<file path="src/rtl/mesh_frame_sequencer.sv">
// Row-stream sequencer around the 26x18 two-bit mesh: load, settle, capture, drain.
// Define MESH_SEQ_OVERLAP_EN to load the next frame while the current result drains.
module mesh_frame_sequencer #(
  parameter int ROWS    = 26,
  parameter int COLS    = 18,
  parameter int CELL_W  = 2,
  parameter int LATENCY = 4
) (
  input  logic                        clk,
  input  logic                        rst,
  input  logic                        s_valid,
  output logic                        s_ready,
  input  logic [COLS*CELL_W-1:0]      s_data,
  output logic [ROWS*COLS*CELL_W-1:0] mesh_inp,
  input  logic [ROWS*COLS-1:0]        mesh_out,
  output logic                        m_valid,
  input  logic                        m_ready,
  output logic [COLS-1:0]             m_data,
  output logic                        m_last,
  output logic                        busy,
  output logic                        frame_done
);
  localparam int W     = COLS*CELL_W;
  localparam int CNT_W = $clog2(ROWS);
  localparam int SET_W = $clog2(LATENCY+1);
  localparam logic [CNT_W-1:0] LAST_ROW = CNT_W'(ROWS-1);
  localparam logic [SET_W-1:0] LAST_SET = SET_W'(LATENCY-1);

  typedef enum logic [1:0] {LOAD, SETTLE, CAPTURE, DRAIN} state_t;

  state_t               state_q, state_d;
  logic [CNT_W-1:0]     load_cnt_q, load_cnt_d;
  logic [CNT_W-1:0]     drain_cnt_q, drain_cnt_d;
  logic [SET_W-1:0]     settle_cnt_q, settle_cnt_d;
  logic [ROWS*W-1:0]    mesh_inp_q, mesh_inp_d;
  logic [ROWS*COLS-1:0] shadow_q, shadow_d;
  logic                 frame_done_q, frame_done_d;
  logic                 full_q, full_d;
  logic                 s_fire, m_fire, in_last, out_last;

  always_comb begin
    state_d      = state_q;
    load_cnt_d   = load_cnt_q;
    drain_cnt_d  = drain_cnt_q;
    settle_cnt_d = settle_cnt_q;
    mesh_inp_d   = mesh_inp_q;
    shadow_d     = shadow_q;
    frame_done_d = 1'b0;
    full_d       = full_q;
    m_valid      = state_q == DRAIN;
    m_last       = m_valid && drain_cnt_q == LAST_ROW;
    m_data       = shadow_q[drain_cnt_q*COLS +: COLS];
`ifdef MESH_SEQ_OVERLAP_EN
    s_ready = !rst && (state_q == LOAD ||
              (state_q == DRAIN && !full_q));
`else
    s_ready = !rst && state_q == LOAD;
`endif
    s_fire   = s_valid && s_ready;
    m_fire   = m_valid && m_ready;
    in_last  = s_fire && load_cnt_q == LAST_ROW;
    out_last = m_fire && m_last;

    if (s_fire) begin
      mesh_inp_d[load_cnt_q*W +: W] = s_data;
      load_cnt_d = in_last ? '0 : load_cnt_q + 1'b1;
    end

    unique case (state_q)
      LOAD: begin
        if (in_last) begin
          state_d      = SETTLE;
          settle_cnt_d = '0;
        end
      end
      SETTLE: begin
        if (settle_cnt_q == LAST_SET) state_d = CAPTURE;
        else settle_cnt_d = settle_cnt_q + 1'b1;
      end
      CAPTURE: begin
        shadow_d    = mesh_out;
        drain_cnt_d = '0;
        state_d     = DRAIN;
      end
      DRAIN: begin
        if (in_last) full_d = 1'b1;
        if (m_fire) drain_cnt_d = drain_cnt_q + 1'b1;
        if (out_last) begin
          frame_done_d = 1'b1;
          drain_cnt_d  = '0;
          // a complete next frame already sits in mesh_inp
          if (full_q || in_last) begin
            state_d      = SETTLE;
            settle_cnt_d = '0;
            full_d       = 1'b0;
          end else begin
            state_d = LOAD;
          end
        end
      end
      default: state_d = LOAD;
    endcase
  end

  always_ff @(posedge clk or posedge rst) begin
    if (rst) begin
      state_q      <= LOAD;
      load_cnt_q   <= '0;
      drain_cnt_q  <= '0;
      settle_cnt_q <= '0;
      mesh_inp_q   <= '0;
      shadow_q     <= '0;
      frame_done_q <= 1'b0;
      full_q       <= 1'b0;
    end else begin
      state_q      <= state_d;
      load_cnt_q   <= load_cnt_d;
      drain_cnt_q  <= drain_cnt_d;
      settle_cnt_q <= settle_cnt_d;
      mesh_inp_q   <= mesh_inp_d;
      shadow_q     <= shadow_d;
      frame_done_q <= frame_done_d;
      full_q       <= full_d;
    end
  end

  assign mesh_inp   = mesh_inp_q;
  assign frame_done = frame_done_q;
  assign busy       = !(state_q == LOAD && load_cnt_q == '0);

endmodule

</file>
<file path="config.mk">
export PLATFORM = sky130hd
export DESIGN_NAME = mesh_frame_sequencer
export DESIGN_NICKNAME = d
export VERILOG_FILES = /design/src/rtl/mesh_frame_sequencer.sv
export SDC_FILE = /design/constraint.sdc
export NUM_CORES = 2
export LEC_CHECK = 0
export CAP_MARGIN = 5
export CELL_PAD_IN_SITES_DETAIL_PLACEMENT = 0
export CELL_PAD_IN_SITES_GLOBAL_PLACEMENT = 1
export CORE_AREA = 2 2 575 577
export DETAILED_ROUTE_END_ITERATION = 8
export DIE_AREA = 0 0 577 579
export PLACE_DENSITY_LB_ADDON = 0.12
export SYNTH_ARGS = -nofsm -noshare
export SYNTH_HDL_FRONTEND = slang
export SYNTH_SLANG_ARGS = --single-unit
</file>
<file path="constraint.sdc">
create_clock -name clk -period 42.8 [get_ports clk]
set_input_delay 6.42 -clock clk [delete_from_list [all_inputs] [get_ports clk]]
set_output_delay 6.42 -clock clk [all_outputs]
set_load 0.02 [all_outputs]
</file>
==> results.md <==
* Synthesis-to-finish area growth at 42.6%
* Setup TNS at 0 ns
* Port Buffers at about 1500
* Post-DP Area at roughly 84000 um2
* CTS Buffer Depth at 4
* Routed wire length at between 300000 and 400000 um
* Clk slew on worst S/H paths at 0.05 ns
* Total Routing Usage GR at 0.208
* Non-Filler Cell Area, Final at ~90000 um2
* CTS Sinks at approximately 1400
* Comb pwr share at 0.548
* Proportion of layout cells with a drive suffix above 1 at 0.294
* Total power per unit cell area at 91.4 nW/um2
* Worst reg2reg setup slack at between 30 and 40 ns
* Final hold vios at 0
* Final setup vio count at 0
* Post-synth cell types at 89
* CP top delay family: buffers and inverters
* Drt initial violations at between 2000 and 3000
* Layout Nets at 6821
* Async set-reset flop share out of synthesis at 1.00
* Synth warn at 0
* Largest net degree at the start of global routing at between 150 and 200
* Detailed-route via count at between 40000 and 50000
* Initial antenna violation count at approximately 170
* Cell count after synthesis at 4751
* Fin crit period at 14.14 ns
* Sequential area share after synthesis at 0.564
* Critical Path AT at 7.72 ns
* Hold_buf cts at 0
* Layout Skew at 0.0342 ns
* Top FF cell, synth: dfrtp_1
* Sum of buffers and inverters on the critical path at 2
* Slew headroom at 0.150
* Crit-path slowest cell: clkdlybuf4s50_1
* Max-cap violation count at 0
* Startpoint Class: input pin
* Syn avg cell area at about 13 um2
* Overflow after GRT at 0
* Status: finished, final reports clean
* DRC at 0
* Starting Density at 0.192
* Fmax at roughly 0.07 GHz
* Final worst-path cycle share at 0.330
* Fill cell count at 34200
* Total CTS buffers at between 150 and 200
* Root buffer selected by CTS: clkbuf_16
* Crit. End Element: output pin
* Cell chain of the critical path: clkdlybuf4s50_1 -> nor2b_1 -> clkdlybuf4s50_1
* TritonCTS clock tree: yes
* Largest stage delay, worst path at 0.63 ns
* I/O pin count at roughly 1500
* Layout Utilization at 0.274
* Pre-antenna DRT Iters at 5
* Worst Tran Pin Value at 1.27 ns
* Die height at 579 um
* Hpwl dp at about 280000 um
* DR WL/cell at about 33 um
* Synthesized flop and latch total at 1421
* Flop pwr share at 0.258
* P_int at between 4 and 5 mW
* Postcts setup bufs at 0
* Die area at about 330000 um2
* Synth Net Count at around 5300
* Row Count at about 210
* Htree depth at 4
* Post_cts resized at 0
* Clk pwr share at 0.194
* RSZ-0062 raised after global routing: false
* Mapped Area at ~63000 um2
* Net Switching at between 3 and 4 mW
* Core area at roughly 330000 um2
* Switch share at 0.472
* Die X at ~580 um
* Worst skew pair latency at approximately 0.85 ns
* EDFF count, synth at 0
* Critical path class: in -> out
* Via density at 4.43
* RD Place Congestion at ~0.86
* Number of global-route vias before repair at 49900
* Max-slew violations at 0
* Lkg Pwr at between 30 and 40 nW
* Worst Path Max Fanout at 3
* Antenna-violating nets left at 0
* VDD IR-drop max at 73.8 uV
* Worst hold path class: reg -> reg
* Critical Path RT at 36.38 ns
* Most used cell along the critical path: clkdlybuf4s50_1
* First-pass GRT wire length at approximately 470000 um
-- sequential cells by signal (all words and copies together), names as in the netlist --
signal / count
mesh_inp: 936
shadow_q: 468
drain_cnt_q: 5
load_cnt_q: 5
settle_cnt_q: 3
state_q: 2
frame_done: 1
full_q: 1
-- worst reg2reg max path, cell delays in order, from the launching register on --
cell     delay [ns]
dfrtp_1        0.61
ha_1           0.41
ha_1           0.19
inv_1          0.07
fa_1           0.84
nor3b_4        0.49
nand3_1        0.23
nor2_1         0.14
ha_1           0.36
nand2_1        0.56
nor2_2         1.10
buf_4          0.35
nand2_1        0.46
nor2_1         0.63
mux2_2         0.40
-- power by group through the flow --
stage / Combinational (mW) / Clock, mW / Sequential (mW)
after CTS: 4.61 / 1.66 / 2.13
after floorplan: 1.96 / 0 / 2.35
after global placement: 4.58 / 0 / 2.14
after detailed placement: 4.60 / 0 / 2.15
final: 4.50 / 1.60 / 2.12
after global routing: 4.75 / 1.70 / 2.18
-- logic make-up after synthesis --
| family | synth area share |
|---|---|
| mux | 0.279 |
| simple gates | 0.0637 |
| flops | 0.564 |
| compound gates | 0.0682 |
| xor+xnor | 0.00236 |
| buf+inv | 0.0193 |
| fa+ha+maj | 0.00369 |
-- per-stage QoR --
stage	worst slack [ns]	hold WS, ns	power (mW)	cells
floorplan	16.71	0.463	4.31	4751
global placement	28.61	0.461	6.71	10500
detailed placement	28.66	0.468	6.75	10500
CTS	28.66	0.480	8.40	10800
global route	28.60	0.495	8.63	10800
finish	28.66	0.475	8.22	10800
-- final cells by class --
class	count	area, um2	share of cell area
timing repair buffer	1616	15900	0.177
antenna	38	95.1	0.00106
clock inverter	45	602	0.00669
multi-input combinational	3038	26600	0.296
inverter	34	131	0.00146
tap	4366	5460	0.0608
sequential	1421	35600	0.396
clock buffer	286	5530	0.0615
-- metal layers --
metal	wire length, um	track usage
met1	133000	0.230
met2	182000	0.373
met3	29600	0.0699
met4	12200	0.0634
met5	759	0
-- cells in the mapped netlist (all sizes together), types with 4 or more instances --
master / n / area, um2
dfrtp: 1421 / 35600
mux2: 1229 / 13800
nand2: 438 / 1660
o21ai: 190 / 955
nor2: 178 / 683
clkbuf: 150 / 566
o22ai: 150 / 951
mux2i: 133 / 1350
buf: 108 / 523
mux4: 106 / 2390
nand3: 105 / 526
a21oi: 61 / 335
o31ai: 52 / 409
nor3: 43 / 292
inv: 32 / 120
o221ai: 28 / 245
a31oi: 27 / 231
o21a: 26 / 195
and3: 21 / 131
or3: 21 / 131
o31a: 18 / 158
ha: 17 / 213
nand4: 14 / 87.6
a21o: 13 / 98.9
and2: 13 / 81.3
nor2b: 13 / 81.3
nand2b: 12 / 75.1
o211ai: 11 / 87.6
xnor2: 11 / 96.3
o22a: 10 / 87.6
nor4: 8 / 77.6
a2bb2oi: 7 / 61.3
o2bb2ai: 7 / 61.3
or2: 6 / 37.5
xor2: 6 / 52.6
a211oi: 5 / 42.5
a22o: 5 / 43.8
a22oi: 4 / 30.0
a311o: 4 / 40.0
a32oi: 4 / 35.0
nor3b: 4 / 41.3
o32ai: 4 / 35.0
-- path summary, 6_finish.rpt --
kind,from,depth (start not counted),end
max,rst,3,s_ready
min,mesh_inp[186],2,mesh_inp[186]
max reg2reg,load_cnt_q[4],14,mesh_inp[803]
min reg2reg,mesh_inp[186],2,mesh_inp[186]
max in group asynchronous,rst,6,mesh_inp[479]
min in group asynchronous,rst,2,mesh_inp[240]
-- cells in the final DEF, fill, tap and decap left out, types with 105 or more instances in the layout --
master / n
clkdlybuf4s50_1: 1466
nor2_1: 164
o21ai_0: 186
nand2_1: 428
o22ai_1: 138
clkbuf_16: 184
buf_4: 143
mux4_2: 106
nand3_1: 105
dfrtp_1: 1416
mux2i_1: 122
mux2_2: 1229
(Power assumes the default switching activity.)
